--- src/rtl/utf8_seq_pkg.sv ---
// Shared definitions for the UTF-8 encode sequencer: FSM state codes,
// code-point limits and the UTF-8 length rule.
package utf8_seq_pkg;

    typedef logic [2:0] state_t;

    localparam state_t S_IDLE   = 3'd0;
    localparam state_t S_RST    = 3'd1;
    localparam state_t S_WR     = 3'd2;
    localparam state_t S_SETTLE = 3'd3;
    localparam state_t S_READ   = 3'd4;
    localparam state_t S_GAP    = 3'd5;
    localparam state_t S_DONE   = 3'd6;

    localparam logic [20:0] MAX_CP   = 21'h10FFFF;
    localparam logic [20:0] LEN2_MIN = 21'h000080;
    localparam logic [20:0] LEN3_MIN = 21'h000800;
    localparam logic [20:0] LEN4_MIN = 21'h010000;

    function automatic logic [2:0] utf8_len(input logic [20:0] cp);
        if (cp < LEN2_MIN)      return 3'd1;
        else if (cp < LEN3_MIN) return 3'd2;
        else if (cp < LEN4_MIN) return 3'd3;
        else                    return 3'd4;
    endfunction

endpackage

--- src/rtl/utf8_seq_strobe_gen.sv ---
// One-cycle active-low strobe with a forced high cycle after every strobe.
// Reset suppresses the strobe on the edge where it is sampled.
module utf8_seq_strobe_gen (
    input  logic clk,
    input  logic rst,
    input  logic req_i,
    output logic strobe_n_o
);

    logic fired_q;
    logic fire;

    assign fire       = req_i & ~fired_q & ~rst;
    assign strobe_n_o = ~fire;

    always_ff @(posedge clk) begin
        if (rst) fired_q <= 1'b0;
        else     fired_q <= fire;
    end

endmodule

--- src/rtl/utf8_encode_sequencer.sv ---
// Drives the transcoder core through one code-point-to-UTF-8 encode per request.
// Optional build macro: UTF8_SEQ_RANGE_CHK_EN (core range check + pre-reject of cp > MAX_CP).
module utf8_encode_sequencer
    import utf8_seq_pkg::*;
#(
    parameter int SETTLE_CYCLES = 1,
    parameter int TIMEOUT       = 15
) (
    input  logic        clk,
    input  logic        rst,
    input  logic        cp_valid,
    output logic        cp_ready,
    input  logic [20:0] cp_data,
    output logic        out_valid,
    input  logic        out_ready,
    output logic [7:0]  out_data,
    output logic        out_last,
    output logic        done,
    output logic        err_invalid,
    output logic        err_timeout,
    output logic [7:0]  core_din,
    input  logic [7:0]  core_dout,
    output logic        core_cbe,
    output logic        core_cin_n,
    output logic        core_bout_n,
    input  logic        core_bout_eof,
    input  logic        core_error,
    output logic        core_rst_in_n,
    output logic        core_rst_out_n,
    output logic        core_chk_range
);

    state_t      state_q, state_d;
    logic [20:0] cp_q, cp_d;
    logic [2:0]  len_q, len_d;
    logic [2:0]  idx_q, idx_d;
    logic [2:0]  settle_q, settle_d;
    logic [2:0]  cnt_q, cnt_d;
    logic [3:0]  tmo_q, tmo_d;
    logic        err_inv_q, err_inv_d;
    logic        err_tmo_q, err_tmo_d;
    logic        xfer;
    logic [7:0]  wr_byte;

    assign cp_ready       = (state_q == S_IDLE);
    assign done           = (state_q == S_DONE);
    assign err_invalid    = err_inv_q;
    assign err_timeout    = err_tmo_q;
    assign out_valid      = (state_q == S_READ) & ~core_bout_eof;
    assign out_data       = core_dout;
    assign out_last       = (state_q == S_READ) & ((cnt_q + 3'd1) == len_q);
    assign xfer           = out_valid & out_ready;
    assign core_cbe       = 1'b1;
    assign core_rst_in_n  = (state_q != S_RST);
    assign core_rst_out_n = (state_q != S_RST);
`ifdef UTF8_SEQ_RANGE_CHK_EN
    assign core_chk_range = 1'b1;
`else
    assign core_chk_range = 1'b0;
`endif

    // Code point goes to the core as a 32-bit big-endian word.
    always_comb begin
        case (idx_q[2:1])
            2'd0:    wr_byte = 8'h00;
            2'd1:    wr_byte = {3'b000, cp_q[20:16]};
            2'd2:    wr_byte = cp_q[15:8];
            default: wr_byte = cp_q[7:0];
        endcase
    end
    assign core_din = (state_q == S_WR) ? wr_byte : 8'h00;

    utf8_seq_strobe_gen u_cin (
        .clk        (clk),
        .rst        (rst),
        .req_i      ((state_q == S_WR) & ~idx_q[0]),
        .strobe_n_o (core_cin_n)
    );

    utf8_seq_strobe_gen u_bout (
        .clk        (clk),
        .rst        (rst),
        .req_i      (xfer),
        .strobe_n_o (core_bout_n)
    );

    always_comb begin
        state_d   = state_q;
        cp_d      = cp_q;
        len_d     = len_q;
        idx_d     = idx_q;
        settle_d  = settle_q;
        cnt_d     = cnt_q;
        tmo_d     = tmo_q;
        err_inv_d = err_inv_q;
        err_tmo_d = err_tmo_q;
        case (state_q)
            S_IDLE: begin
                tmo_d = 4'd0;
                if (cp_valid) begin
                    cp_d      = cp_data;
                    len_d     = utf8_len(cp_data);
                    err_inv_d = 1'b0;
                    err_tmo_d = 1'b0;
                    idx_d     = 3'd0;
                    settle_d  = 3'd0;
                    cnt_d     = 3'd0;
`ifdef UTF8_SEQ_RANGE_CHK_EN
                    if (cp_data > MAX_CP) begin
                        err_inv_d = 1'b1;
                        state_d   = S_DONE;
                    end else begin
                        state_d   = S_RST;
                    end
`else
                    state_d   = S_RST;
`endif
                end
            end
            S_RST: begin
                idx_d   = 3'd0;
                state_d = S_WR;
            end
            S_WR: begin
                idx_d = idx_q + 3'd1;
                if (idx_q == 3'd7) begin
                    settle_d = 3'd0;
                    state_d  = S_SETTLE;
                end
            end
            S_SETTLE: begin
                if (settle_q == 3'(SETTLE_CYCLES - 1)) begin
                    if (core_error) begin
                        err_inv_d = 1'b1;
                        state_d   = S_DONE;
                    end else begin
                        cnt_d   = 3'd0;
                        tmo_d   = 4'd0;
                        state_d = S_READ;
                    end
                end else begin
                    settle_d = settle_q + 3'd1;
                end
            end
            S_READ: begin
                if (xfer) begin
                    cnt_d   = cnt_q + 3'd1;
                    tmo_d   = 4'd0;
                    state_d = out_last ? S_DONE : S_GAP;
                end else if (core_bout_eof) begin
                    // Core ran dry before the expected length.
                    err_tmo_d = 1'b1;
                    state_d   = S_DONE;
                end else if (tmo_q == 4'(TIMEOUT - 1)) begin
                    err_tmo_d = 1'b1;
                    state_d   = S_DONE;
                end else begin
                    tmo_d = tmo_q + 4'd1;
                end
            end
            S_GAP:   state_d = S_READ;
            S_DONE:  state_d = S_IDLE;
            default: state_d = S_IDLE;
        endcase
    end

    always_ff @(posedge clk) begin
        if (rst) begin
            state_q   <= S_IDLE;
            idx_q     <= 3'd0;
            settle_q  <= 3'd0;
            cnt_q     <= 3'd0;
            tmo_q     <= 4'd0;
            err_inv_q <= 1'b0;
            err_tmo_q <= 1'b0;
        end else begin
            state_q   <= state_d;
            idx_q     <= idx_d;
            settle_q  <= settle_d;
            cnt_q     <= cnt_d;
            tmo_q     <= tmo_d;
            err_inv_q <= err_inv_d;
            err_tmo_q <= err_tmo_d;
        end
    end

    always_ff @(posedge clk) begin
        cp_q  <= cp_d;
        len_q <= len_d;
    end

endmodule
--- config.mk ---
export PLATFORM = sky130hd
export DESIGN_NAME = utf8_encode_sequencer
export DESIGN_NICKNAME = d
export VERILOG_FILES = /design/src/rtl/utf8_seq_pkg.sv /design/src/rtl/utf8_seq_strobe_gen.sv /design/src/rtl/utf8_encode_sequencer.sv
export SDC_FILE = /design/constraint.sdc
export NUM_CORES = 1
export LEC_CHECK = 0
export CAP_MARGIN = 10
export CORE_ASPECT_RATIO = 2
export CORE_MARGIN = 4
export CORE_UTILIZATION = 43
export CTS_CLUSTER_DIAMETER = 150
export DETAILED_ROUTE_END_ITERATION = 6
export HOLD_SLACK_MARGIN = 0.05
export PLACE_DENSITY = 0.86
export SYNTH_ARGS = -nofsm -noshare
export SYNTH_HDL_FRONTEND = slang
export SYNTH_SLANG_ARGS = --single-unit
--- constraint.sdc ---
create_clock -name clk -period 2 [get_ports clk]
set_clock_uncertainty 0.2 [all_clocks]
set_input_delay 0.3 -clock clk [delete_from_list [all_inputs] [get_ports clk]]
set_output_delay 0.3 -clock clk [all_outputs]
set_load 0.02 [all_outputs]
* Word-level counts from Yosys, hierarchy flattened
Index checks and enable logic that the tools add are counted.
** Storage, ports and cells
- Flip-flop bits (word level) :: 44
- Latch bits :: 0
- Bits in writable memories :: 0
- Bits in read-only memories :: 0
- Input port bits :: 35
- Logic and storage cells :: 111
- Memories kept :: 0
** Operators by class
- $add $sub $neg :: 4
- Multiply operators :: 0
- Div/mod/pow operators :: 0
- $lt $le $gt $ge :: 3
- Equality and inequality tests :: 24
- Shift operators :: 0
- Mux-type cells :: 36
- Bitwise operators :: 15
- Reductions and logical operators :: 17
** Operator list (count)
- $mux W3 :: 13
- $pmux W3 S3 :: 3
- $pmux W8 S3 :: 1
- $lt A21 B12 Y1 const B :: 1
- $lt A21 B17 Y1 const B :: 1
- $lt A21 B8 Y1 const B :: 1
- $mux W4 :: 5
- $pmux W3 S6 :: 1
- $reduce_and A4 Y1 :: 4
- $eq A3 B3 Y1 const B :: 4
- $ne A2 B2 Y1 const B :: 6
- $pmux W4 S3 :: 1
- $reduce_and A5 Y1 :: 2
- $add A3 B1 Y3 const B :: 3
- $ne A3 B2 Y1 const B :: 3
- $reduce_bool A3 Y1 :: 3
- $and A1 B1 Y1 :: 8
- $mux W8 :: 1
- $not A1 Y1 :: 7
- $eq A3 B2 Y1 const B :: 2
- $logic_not A3 Y1 :: 2
- $mux W1 :: 6
- $mux W2 :: 3
- $add A4 B1 Y4 const B :: 1
- other kinds (13) :: 17

* Logic depth before layout (Yosys ltp)
Gate-level depths: netlist of run 1.
- Word-level depth :: 6
- Depth in mapped cells :: 7

* Hierarchy
Synthesis of run 1 repeated with hierarchy kept, for this count alone.
** Unflattened totals
- Cell total of the unflattened synthesis :: 213
- Area total of the unflattened synthesis :: 2272.2 um2
** Modules (own cells, without submodules)
- utf8_encode_sequencer :: instances 1, cells each 207, area each 2199.6 um2
- utf8_seq_strobe_gen :: instances 2, cells each 3, area each 36.3 um2

* Worst setup path before layout of run 1
No wires, ideal clock.
- Kind :: register to register
- Start point :: reg state_q[0]
- End point :: reg cp_q[0] (enable)
- Library setup time :: 0.385 ns
- Arrival time :: 1.835 ns
- Slack :: -0.419 ns
- Stages on the path, launching flop included :: 5
- Path buffers :: 1
- Period minus slack after synthesis :: 2.419 ns
- Path through :: dfxtp_1 -> buf_2 -> or2_2 -> nor2_1 -> and2_1
** On the way
- Word-level cells in the longest chain between the ends :: 2
** Ends and longest elaborated chain
- start: declaration :: line utf8_encode_sequencer.sv:33 : state_t state_q, state_d;
- start signal: assignment :: line utf8_encode_sequencer.sv:177 : state_q <= state_d;
- $logic_not A3 Y1
- net cp_ready :: line utf8_encode_sequencer.sv:12 : output logic cp_ready,
- $reduce_and A2 Y1 (no line)
- end signal: assignment :: line utf8_encode_sequencer.sv:188 : cp_q <= cp_d;
- end: declaration :: line utf8_encode_sequencer.sv:34 : logic [20:0] cp_q, cp_d;
The timed path passes the listed nets, and every way through them passes these cells.
A chain may end at the register's enable or synchronous reset.

* Worst setup path in the final report of run 1
- Start point :: reg cnt_q[0]
- End point :: out out_last
** On the way
- Word-level cells in the longest chain between the ends :: 3
** Ends and longest elaborated chain
- start: declaration :: line utf8_encode_sequencer.sv:38 : logic [2:0] cnt_q, cnt_d;
- start signal: assignment :: line utf8_encode_sequencer.sv:180 : cnt_q <= cnt_d;
- $add A3 B1 Y3 :: line utf8_encode_sequencer.sv:51 : assign out_last = (state_q == S_READ) & ((cnt_q + 3'd1) == len_q);
- $eq A3 B3 Y1 :: line utf8_encode_sequencer.sv:51
- $and A1 B1 Y1 :: line utf8_encode_sequencer.sv:51
- end: declaration :: line utf8_encode_sequencer.sv:17 : output logic out_last,
Every way passes these cells.

==> results of run 1 <==
[layout make-up]
cell class / instances / area [um2]
clock buffer: 5 / 68.8
clock inverter: 3 / 37.5
fill: 387 / 1780
inverter: 6 / 22.5
multi-input combinational: 154 / 1080
sequential: 44 / 1140
tap: 57 / 71.3
timing repair buffer: 83 / 704
[cells in the final DEF (no fill, tap or decap), types with 6 or more instances in the layout]
cell type and count:
a21oi_1 16, nand2_1 11, buf_2 10, a22oi_1 6
dfxtp_1 13, edfxtp_1 24, nor2_1 35, nor3_1 6
buf_4 35, nand3_1 6, clkdlybuf4s50_1 27, mux2_2 6
[worst paths after layout]
path	from	end	slack, ps	depth (start not counted)
hold reg to reg	u_bout.fired_q$_SDFF_PP0_	u_bout.fired_q$_SDFF_PP0_	220	1
setup / recovery	cnt_q[0]$_SDFFE_PP0P_	out_last	-10	6
hold / removal	u_bout.fired_q$_SDFF_PP0_	u_bout.fired_q$_SDFF_PP0_	220	1
setup reg to reg	state_q[0]$_SDFFE_PP0P_	tmo_q[1]$_SDFFE_PP0P_	20	7
[timing repair]
action | 4_1_cts | 5_1_grt
gates resized for setup | 67 | 40
buffers inserted | 2 | 8
endpoints found under the setup margin | 19 | 18
endpoints found under the hold margin | 0 | 0
pin swaps | 3 | 15
[metrics by stage]
stage / instances / setup TNS (ps) / setup slack, ps / util
finish: 352 / -11.7 / -11.7 / 0.637
global route: 352 / -301 / -110 / 0.637
CTS: 344 / -70.3 / -70.3 / 0.605
detailed placement: 334 / -2450 / -366 / 0.575
global placement: 334 / -2050 / -334 / 0.575
floorplan: 224 / 0 / 103 / -
[metal layers]
metal	track usage	vias up	wire [um]
met3	0.0306	14	306
met1	0.145	892	1770
li1	-	921	-
met5	0	-	0
met2	0.328	72	3050
met4	0.0875	0	159
[flip-flops by register name, summed over array words and instances, names as in the netlist, 3 cells and up]
| register | count |
|---|---|
| cp_q | 21 |
| idx_q | 3 |
| state_q | 3 |
| cnt_q | 3 |
| settle_q | 3 |
| len_q | 3 |
| tmo_q | 4 |
[critical path, cell delays in order, from the launching register on]
cell	delay [ps]
dfxtp_2	360
ha_4	140
xor2_2	150
xnor2_1	130
nand3_1	120
nor2_2	170
buf_6	140
[power by group]
group | leakage (uW) | switching [uW] | internal [uW]
Sequential | 0.000391 | 102 | 1180
Clock | 0.0000532 | 290 | 364
Combinational | 0.000759 | 739 | 734
[cell families after synthesis]
kind of cell,count (synthesis)
compound gates,38
mux,9
other cells,2
flops,44
fa+ha+maj,7
simple gates,91
xor+xnor,7
buf+inv,26
[synthesized netlist by cell type, types with 5 or more instances]
| library cell | count |
|---|---|
| clkbuf_1 | 6 |
| buf_4 | 11 |
| nor3_1 | 10 |
| ha_1 | 7 |
| nor2_1 | 39 |
| nand2_1 | 13 |
| a22oi_1 | 7 |
| a21oi_1 | 16 |
| inv_1 | 6 |
| dfxtp_1 | 20 |
| mux2_2 | 6 |
| nand3_1 | 6 |
| nand2b_1 | 5 |
| edfxtp_1 | 24 |
==> summary.txt, run 1 <==
Clock network
  – CTS Buffer Depth: 2
  – Clock slew at reported path FFs: 90 ps
  – CTS hold repair buffers: 0
  – Skew-Pair Late Insertion Delay: 300 ps
  – CTS tree: built
  – CTS HTree Levels: 2
  – TritonCTS Buffers: 5
  – Clk sinks: 44
  – Root Buffer: clkbuf_8

Synth
  – Xor and xnor area share after synthesis: 0.0278
  – Total number of yosys warnings: 0
  – Async set or reset register ratio after synthesis: 0
  – Avg Cell Area, Syn: 9.86 um2
  – Mapped cell area: 2210 um2
  – Synth Area in Compound Gates: 0.117
  – Yosys top cell area share: 0.326
  – Leading area contributor after synthesis: edfxtp_1
  – Seq/Total Area, Yosys: 0.508
  – Largest family of logic cells by synthesized area: simple AND/OR/NAND/NOR gates
  – Post-Synth Adder-Cell Area: 0.0397
  – Syn nets: 266
  – Mapped Cells: 224
  – Netlist cell types: 47
  – Mux share of post-synthesis cell area: 0.0442
  – Seq cells post-synth: 44
  – Post-synth top flop: edfxtp_1
  – Number of synthesized flops with an enable pin: 24
  – Area share of and/or/nand/nor cells after synthesis: 0.197
  – Top area cells in the synthesized netlist: edfxtp_1 (33%), dfxtp_1 (18%), nor2_1 (6.6%), ha_1 (4.0%), buf_4 (3.7%)

Timing
  – Final hold slack: 221 ps
  – Min setup slack post-route: -11.7 ps
  – Final period util: 1.01
  – Max Fclk: 497 MHz
  – Final hold viol count: 0
  – Slew Viols, Final: 0
  – Minimum clock period: 2010 ps
  – # setup viols final: 1
  – RSZ-0062 raised after global routing: yes

Drt
  – Remaining DRCs: 0
  – DRT iter0 DRCs: 80
  – Vias post-DR: 1,899
  – Routed WL: 5290 um
  – Drt pass-1 iters: 4
  – Post-DRT Antenna Nets: 0
  – Via/cell ratio: 5.39
  – Routed WL per cell: 15.0 um

Floorplan
  – Die outline width: 58.7 um
  – Row cnt: 36
  – Die Span Y: 109 um
  – Starting Density: 0.450
  – Core area: 4910 um2
  – I/O Pins: 63
  – Full die area: 6420 um2

Global routing
  – Total gr overflow: 0
  – Largest net degree at the start of global routing: 27
  – Number of global-route vias before repair: 1,921
  – First-pass GRT wire length: 8010 um
  – Initial antenna violation count: 0
  – GRT Overall Usage: 0.164

Placed design
  – Post-DP HPWL: 3660 um
  – PortBufs: 44
  – Dpl cell area: 2820 um2
  – GPL Wtd Cong: 0.801

Power
  – Peak supply drop: 0.906 mV
  – Leakage: 0.00120 uW
  – Pwr dens: 1090 nW/um2
  – Total power: 3410 uW

Hold path
  – Worst Hold Class: reg -> reg

Final layout
  – Post-route cell area: 3130 um2
  – Layout cell share with drive strength beyond 1: 0.346
  – Layout area overhead: 41.6%
  – N_diodes: 0
  – Nets: 336

Worst setup path
  – Crit start category: flip-flop
  – Req. time, crit path: 1500 ps
  – Worst EP arrival: 1510 ps
  – Worst Setup Path Type: reg -> out
  – CP Capture Type: primary output
  – Crit-path max FO: 2

Status
  – Outcome: complete, but fails checks
  – Failing checks: negative setup slack

Job
  – Max Cap Viol: 0
Note: power is estimated with default switching activity, not from simulation.
==> run 2, diff against run 1 <==
--- a/config.mk
+++ b/config.mk
@@ -7,12 +7,12 @@
 export LEC_CHECK = 0
 export CAP_MARGIN = 10
 export CORE_ASPECT_RATIO = 2
-export CORE_MARGIN = 4
 export CORE_UTILIZATION = 43
 export CTS_CLUSTER_DIAMETER = 150
 export DETAILED_ROUTE_END_ITERATION = 6
 export HOLD_SLACK_MARGIN = 0.05
 export PLACE_DENSITY = 0.86
+export SETUP_SLACK_MARGIN = 0.2
 export SYNTH_ARGS = -nofsm -noshare
 export SYNTH_HDL_FRONTEND = slang
 export SYNTH_SLANG_ARGS = --single-unit
==> run 2 against run 1 <==
Sequential power up 3%. Power rose by 18%. Largest cell class is now multi-input combinational cells. Critical path depth unchanged. Final area grew 18%. Clock power shrank 13%. The flow still finishes with violations (negative setup slack). Maximum frequency decreased by 6.7%. Core utilization grew 12 points. Global-route usage grew 9.5 points.
==> summary.txt, run 2 (synthesis gave the netlist of run 1 again) <==
Global routing
  – Largest net degree at the start of global routing: 15
  – Initial antenna violation count: 0
  – GRT Overall Usage: 0.259
  – First-pass GRT wire length: 9870 um
  – Total gr overflow: 0
  – Number of global-route vias before repair: 2,139

Worst setup path
  – R2R Setup Slk: -110 ps
  – CP Buf/Inv Count: 1
  – Req. time, crit path: 1500 ps
  – Worst EP arrival: 1660 ps
  – Slowest stage cell, crit path: dfxtp_2
  – Crit start category: flip-flop
  – CP Cell Sequence: ha_4 -> xor2_2 -> xnor2_1 -> nand3_1 -> nor2_2 -> buf_6
  – Worst Setup Path Type: reg -> out
  – CP peak stage delay: 350 ps
  – Crit path max-delay family: XOR/XNOR gates
  – CP Capture Type: primary output
  – Crit-path max FO: 2

Power
  – Leakage: 0.00144 uW
  – Pwr dens: 1090 nW/um2
  – Peak supply drop: 1.16 mV

Floorplan
  – I/O Pins: 63
  – Row cnt: 36
  – Die Span Y: 103 um
  – Die outline width: 52.7 um
  – Core area: 4910 um2
  – Starting Density: 0.450
  – Full die area: 5440 um2

Final layout
  – Commonest non-fill, non-tap cell in the layout: buf_4
  – FILL cells: 279
  – Largest regs: cp_q (21), tmo_q (4)
  – Layout cell share with drive strength beyond 1: 0.509
  – Layout area overhead: 67.3%
  – N_diodes: 0
  – Most frequent cells in the layout: buf_4 (45), buf_6 (32), nor2_1 (25), clkdlybuf4s50_1 (25), edfxtp_1 (24)
  – Largest register FFs: 21
  – Post-route cell area: 3690 um2
  – Final Non-Filler Cells: 379
  – Largest register by flop count: cp_q
  – Nets: 363

Drt
  – Post-DRT Antenna Nets: 0
  – DRT iter0 DRCs: 63
  – Remaining DRCs: 0
  – Vias post-DR: 2,130
  – Via/cell ratio: 5.62
  – Drt pass-1 iters: 4
  – Routed WL: 7230 um
  – Routed WL per cell: 19.1 um

Status
  – Failing checks: negative setup slack
  – Outcome: complete, but fails checks

Timing
  – Final hold viol count: 0
  – Max Fclk: 464 MHz
  – Slew headroom: 0.626
  – # setup viols final: 5
  – RSZ-0062 raised after global routing: yes
  – Worst slew pin tran: 559 ps
  – Slew Viols, Final: 0
  – Min setup slack post-route: -156 ps
  – Final period util: 1.08
  – Minimum clock period: 2160 ps

Placed design
  – PortBufs: 44
  – Dpl cells: 336
  – Post-DP HPWL: 3740 um
  – Dpl cell area: 2860 um2
  – GPL Wtd Cong: 0.936

Clock network
  – Root Buffer: clkbuf_8
  – CTS Buffer Depth: 2
  – Skew-Pair Late Insertion Delay: 310 ps
  – CTS tree: built
  – Clock slew at reported path FFs: 100 ps
  – TritonCTS Buffers: 5
  – CTS HTree Levels: 2
  – Clk sinks: 44

Hold path
  – Worst Hold Class: reg -> reg

Job
  – Max Cap Viol: 0
[run 2: cell count changes in the layout (fill, tap and decap cells not counted), sizes merged]
cell           change
dlygate4sd2        -1
and2               +3
clkdlybuf4s50      -2
clkbuf             +1
clkinv             -1
clkdlybuf4s15      -1
buf               +28
clkinvlp           +1
bufinv             -1
[run 2: metal layers]
| layer | vias up | track usage | part of all wire |
|---|---|---|---|
| li1 | 973 | - | - |
| met1 | 1026 | 0.228 | 0.33 |
| met2 | 98 | 0.516 | 0.57 |
| met3 | 33 | 0.0336 | 0.041 |
| met4 | 0 | 0.156 | 0.056 |
| met5 | - | 0 | 0 |
[run 2: final timing paths]
kind | from | endpoint | cells after the start
worst max-delay path | cnt_q[0]$_SDFFE_PP0P_ | out_last | 6
worst min register to register | u_cin.fired_q$_SDFF_PP0_ | u_cin.fired_q$_SDFF_PP0_ | 1
worst min-delay path | u_cin.fired_q$_SDFF_PP0_ | u_cin.fired_q$_SDFF_PP0_ | 1
worst max register to register | idx_q[1]$_SDFFE_PP0P_ | state_q[0]$_SDFFE_PP0P_ | 8
[run 2: cell type report]
cell class / count / area, um2 / area share
Clock buffer: 6 / 72.6 / 0.0196
Clock inverter: 2 / 12.5 / 0.00339
Inverter: 6 / 22.5 / 0.00610
Multi-Input combinational cell: 157 / 1380 / 0.373
Sequential cell: 44 / 1140 / 0.309
Tap cell: 57 / 71.3 / 0.0193
Timing Repair Buffer: 107 / 998 / 0.270
[run 2: metrics by stage]
| step | TNS, ps | total power (uW) | worst slack, ps | hold WS, ps | util |
|---|---|---|---|---|---|
| after floorplan | 0 | 2010 | 209 | 184 | - |
| after global placement | -2190 | 2450 | -330 | 199 | 0.583 |
| after detailed placement | -2340 | 2500 | -352 | 194 | 0.583 |
| after CTS | -91.1 | 3440 | -47.8 | 212 | 0.686 |
| after global routing | -576 | 4170 | -194 | 272 | 0.753 |
| final | -362 | 4020 | -156 | 255 | 0.753 |
[run 2: timing repair]
item                                    4_1_cts  5_1_grt
hold buffers                                  0        0
pin swaps                                    29       32
gates resized for setup                     157       59
setup buffers                                22       10
endpoints found under the setup margin       50       55
cloned                                        1        2
[run 2: where the power goes]
part	switching, uW	internal [uW]
Combinational	1040	1090
Sequential	141	1180
Clock	322	245
==> run 3, diff against run 2 <==
--- a/config.mk
+++ b/config.mk
@@ -5,7 +5,7 @@
 export SDC_FILE = /design/constraint.sdc
 export NUM_CORES = 1
 export LEC_CHECK = 0
-export CAP_MARGIN = 10
+export CAP_MARGIN = 20
 export CORE_ASPECT_RATIO = 2
 export CORE_UTILIZATION = 43
 export CTS_CLUSTER_DIAMETER = 150
==> results of run 3 <==
No change in the layout: final DEF, timing and power equal those of run 2.
